==> config.mk <==
export PLATFORM = sky130hd
export DESIGN_NAME = pipe_stage_chain
export DESIGN_NICKNAME = d
export VERILOG_FILES = /design/src/rtl/pipe_stage_chain.sv
export SDC_FILE = /design/constraint.sdc
export NUM_CORES = 1
export LEC_CHECK = 0
export CAP_MARGIN = 20
export CORE_MARGIN = 3
export CORE_UTILIZATION = 57
export CTS_BUF_LIST = sky130_fd_sc_hd__clkbuf_4
export DETAILED_ROUTE_END_ITERATION = 8
export PLACE_DENSITY_LB_ADDON = 0.1
export SETUP_SLACK_MARGIN = 0.2
export SYNTH_ARGS = -nofsm -noshare
export SYNTH_HDL_FRONTEND = slang
export SYNTH_SLANG_ARGS = --single-unit
==> constraint.sdc <==
create_clock -name clk -period 3.2 [get_ports clk]
set_clock_uncertainty 0.15 [all_clocks]
set_input_delay 0.64 -clock clk [delete_from_list [all_inputs] [get_ports clk]]
set_output_delay 0.64 -clock clk [all_outputs]
set_load 0.03 [all_outputs]
==> src/rtl/pipe_stage_chain.sv <==
// Elastic valid/ready register chain with per-stage flush and occupancy count.
// Define PIPE_SKID_EN for 2-entry skid stages whose ready is registered.
module pipe_stage_chain #(
  parameter int WIDTH  = 32,
  parameter int STAGES = 4
) (
  input  logic                          clk,
  input  logic                          rst,
  input  logic                          in_valid,
  output logic                          in_ready,
  input  logic [WIDTH-1:0]              in_data,
  output logic                          out_valid,
  input  logic                          out_ready,
  output logic [WIDTH-1:0]              out_data,
  input  logic [STAGES-1:0]             flush_mask,
  output logic [$clog2(2*STAGES+1)-1:0] occupancy
);
  localparam int OCC_W = $clog2(2*STAGES+1);

  logic [STAGES-1:0] r_main_valid;
  logic [WIDTH-1:0]  r_main_data [STAGES];
  logic [STAGES-1:0] w_up_valid;
  logic [WIDTH-1:0]  w_up_data [STAGES];
  logic [STAGES-1:0] w_stage_ready;
  logic [STAGES-1:0] w_down_ready;
  logic [STAGES-1:0] w_push;
  logic [STAGES-1:0] w_pop;

  genvar gi;
  generate
    for (gi = 0; gi < STAGES; gi++) begin : g_link
      if (gi == 0) begin : g_head
        assign w_up_valid[gi] = in_valid;
        assign w_up_data[gi]  = in_data;
      end else begin : g_body
        assign w_up_valid[gi] = r_main_valid[gi-1];
        assign w_up_data[gi]  = r_main_data[gi-1];
      end
      assign w_push[gi] = w_up_valid[gi] & w_stage_ready[gi];
      assign w_pop[gi]  = r_main_valid[gi] & w_down_ready[gi];
    end
  endgenerate

`ifdef PIPE_SKID_EN
  logic [STAGES-1:0] r_skid_valid;
  logic [WIDTH-1:0]  r_skid_data [STAGES];

  // A stage is ready while its skid slot is free, so ready never sees out_ready.
  always_comb begin
    w_stage_ready          = ~r_skid_valid;
    w_down_ready           = '0;
    w_down_ready[STAGES-1] = out_ready;
    for (int i = 0; i < STAGES-1; i++) begin
      w_down_ready[i] = ~r_skid_valid[i+1];
    end
  end

  always_ff @(posedge clk) begin
    for (int i = 0; i < STAGES; i++) begin
      if (rst || flush_mask[i]) begin
        r_main_valid[i] <= 1'b0;
        r_skid_valid[i] <= 1'b0;
      end else if (r_skid_valid[i]) begin
        // Skid entry is older than anything upstream: it refills main first.
        if (w_pop[i]) begin
          r_main_data[i]  <= r_skid_data[i];
          r_skid_valid[i] <= 1'b0;
        end
      end else if (w_push[i] && r_main_valid[i] && !w_pop[i]) begin
        r_skid_data[i]  <= w_up_data[i];
        r_skid_valid[i] <= 1'b1;
      end else if (w_push[i]) begin
        r_main_data[i]  <= w_up_data[i];
        r_main_valid[i] <= 1'b1;
      end else if (w_pop[i]) begin
        r_main_valid[i] <= 1'b0;
      end
    end
  end

  always_comb begin
    occupancy = '0;
    for (int i = 0; i < STAGES; i++) begin
      occupancy = occupancy + OCC_W'(r_main_valid[i]) + OCC_W'(r_skid_valid[i]);
    end
  end
`else
  // Ready ripples back from out_ready through every occupied stage.
  always_comb begin
    logic w_rdy;
    w_rdy         = out_ready;
    w_stage_ready = '0;
    w_down_ready  = '0;
    for (int i = STAGES-1; i >= 0; i--) begin
      w_down_ready[i]  = w_rdy;
      w_stage_ready[i] = ~r_main_valid[i] | w_rdy;
      w_rdy            = w_stage_ready[i];
    end
  end

  always_ff @(posedge clk) begin
    for (int i = 0; i < STAGES; i++) begin
      if (rst || flush_mask[i]) begin
        r_main_valid[i] <= 1'b0;
      end else if (w_push[i]) begin
        r_main_valid[i] <= 1'b1;
      end else if (w_pop[i]) begin
        r_main_valid[i] <= 1'b0;
      end
      if (w_push[i]) begin
        r_main_data[i] <= w_up_data[i];
      end
    end
  end

  always_comb begin
    occupancy = '0;
    for (int i = 0; i < STAGES; i++) begin
      occupancy = occupancy + OCC_W'(r_main_valid[i]);
    end
  end
`endif

  assign in_ready  = w_stage_ready[0];
  assign out_valid = r_main_valid[STAGES-1];
  assign out_data  = r_main_data[STAGES-1];

endmodule
==> results of run 1 <==
[metrics by stage]
step / instance area, sq um / utilization [%] / total power (W) / std cells / hold WS [ns]
after global routing: 5340 / 77.3 / 0.00332 / 365 / 0.270
after floorplan: 4110 / - / 0.00201 / 157 / 0.250
final: 5340 / 77.3 / 0.00321 / 365 / 0.272
after global placement: 5010 / 72.6 / 0.00206 / 332 / 0.250
after detailed placement: 5010 / 72.6 / 0.00207 / 332 / 0.255
after CTS: 5330 / 77.2 / 0.00325 / 364 / 0.276
[how the worst min path moves through the flow]
stage                         end          startpoint  cells past startpoint  slack, ns
6_report       r_main_data[2][14]  r_main_data[1][14]                      0       0.27
5_1_grt        r_main_data[2][14]  r_main_data[1][14]                      0       0.27
2_1_floorplan   r_main_data[1][0]   r_main_data[0][0]                      0       0.25
3_3_place_gp   r_main_data[3][27]  r_main_data[2][27]                      0       0.25
4_1_cts        r_main_data[2][14]  r_main_data[1][14]                      0       0.28
3_5_place_dp   r_main_data[2][12]  r_main_data[1][12]                      0       0.25
[kinds of logic after synthesis]
group	count (synthesis)	share of synthesized area, %
and+or+nand+nor	9	1.49
DFF	132	95.5
buffers and inverters	7	0.731
AOI/OAI and AO/OA	5	1.13
other	1	0.0912
adders and majority gates	3	1.10
[area by class of cell]
| type | instances | area share [%] |
|---|---|---|
| clock inverter | 14 | 3.49 |
| inverter | 6 | 0.422 |
| clock buffer | 18 | 2.53 |
| timing repair buffer | 81 | 14.8 |
| sequential | 132 | 73.6 |
| multi-input combinational | 18 | 2.93 |
| tap | 96 | 2.25 |
[layout by cell type (no fill, tap or decap), types with 2 or more instances in the layout]
cell,n
clkinv_1,2
buf_4,6
clkinvlp_4,3
clkinv_2,2
bufinv_16,4
clkbuf_4,18
clkinv_4,3
a211oi_1,3
clkdlybuf4s50_1,72
and2_1,2
ha_1,2
inv_1,6
dfxtp_1,2
edfxtp_1,128
[sequential cells by signal, indices dropped and copies added (netlist names)]
signal and count:
r_main_valid 4, r_main_data 128
[per-layer routing]
layer  GRT usage, %  vias to the layer above  share of wire, %
li1               -                      826                 -
met1           13.5                      851                33
met2           27.4                       68                58
met3           6.17                       21               6.0
met4           9.30                        0               3.5
met5              0                        -                 0
[power by group]
part           internal, W  switching [W]
clock network     0.000624       0.000554
logic            0.0000487      0.0000337
registers          0.00193      0.0000116
[timing repair]
item | in CTS | in global routing
endpoints found under the setup margin | 3 | 4
gates resized for setup | 11 | 8
setup buffers | 0 | 1
==> metrics.yaml, run 1 <==
drtIter0Drc: 111
rsz0062_at_grt: "no"
place_ws_ns: 0.221
period_needed_ns: 2.90
synthCells: 157
cts_htree_levels: 4
antenna_found_initial: 0
avgSynthCellArea_sq_um: 26.2
slowest_delay_ns: 0.48
ir_drop_uv: 427
ys.flop_type: "edfxtp_1"
crit_end: "occupancy[1]"
synth_edf_count: 128
start_util_pct: 59.5
crit_type: "reg2out"
path_delay_family: "adder cells"
yosysTopAreaCellShare_pct: 93.5
grt_remaining_overflow: 0
die_w_um: 90.9
synth-seq-cells: 132
netlist_top_cells_area: "edfxtp_1 (94%), dfxtp_1 (1.9%), ha_1 (0.61%)"
totalWireLength_mm: 5.57
synth.distinct_cells: 18
hold_viol: 0
clkTransAtPathRegs_ns: 0.11
worst_slew_pin_slew_ns: 0.726
cp.arrival_ns: 2.11
cap_viol_max_count: 0
synthTopCellsByCount: "edfxtp_1 (128), inv_1 (6), dfxtp_1 (4)"
port-buffer-count: 76
outcome: "finished clean"
setup_tns_ns: 0
cp_slowest_cell: "fa_1"
ctsHoldBuffers: 0
p_leak_nw: 1.78
cp_max_fo: 4
multi_input_area_sq_um: 156
die_h_um: 90.9
syn_nets: 200
slew_headroom_pct: 51.6
regToRegStartpoint: "r_main_valid[3]"
r2r_slack_ns: 1.36
hold_class: "reg2reg"
setup_viol: 0
rows: 30
gp_congestion: 0.818
ff_latch_area_sq_um: 3930
reg2reg_to: "r_main_data[1][1]"
vias: 1766
ys_seq_area_share_pct: 95.5
path_cells: "inv_1, fa_1, inv_1, ha_1, ha_1, buf_4"
clock_latency_ns: 0.50
drive_above_1_share_pct: 15.6
grt_max_degree: 33
cts_root_buf: "clkbuf_4"
drc: 0
grt_pass1_wl_mm: 8.89
fmax_ghz: 0.345
die_area_sq_um: 8270
grt_pass1_vias: 1853
diodes: 0
yosysTopAreaCell: "edfxtp_1"
area_growth_pct: 29.9
avgViaCountPerCell: 4.84
fin_nets: 299
track_usage_pct: 15.0
worst_ep_required_time_ns: 2.41
syn_area_sq_um: 4110
path_buf_inv: 3
detailed_place_hpwl_mm: 3.79
ant_nets: 0
start_kind: "register"
clock_sinks: 132
io_pins: 78
finalCritPeriodShare_pct: 90.6
routedWlPerCell_um: 15.2
num-fill-cells: 391
startpoint: "r_main_valid[1]"
setup_ws_ns: 0.300
power_density_nw_per_um2: 601
yosysWarnings: 0
rr_worst_depth: 3
cts_buffer_depth: 2
cts_tree: "yes"
firstDrtPassIters: 4
end_kind: "primary output"
fp.coreArea_sq_um: 6910
drv_slew: 0
numCtsBuffers: 17
yosys.cell_count.top_type: "edfxtp_1"
synth-async-reset-ratio_pct: 0
path_depth: 6
Note: power is estimated with default switching activity, not from simulation.
==> inputs of run 2 (changes only) <==
CAP_MARGIN = not set   (was 20)
==> results of run 2 <==
The final DEF is identical to that of run 1; final timing and power are the same.
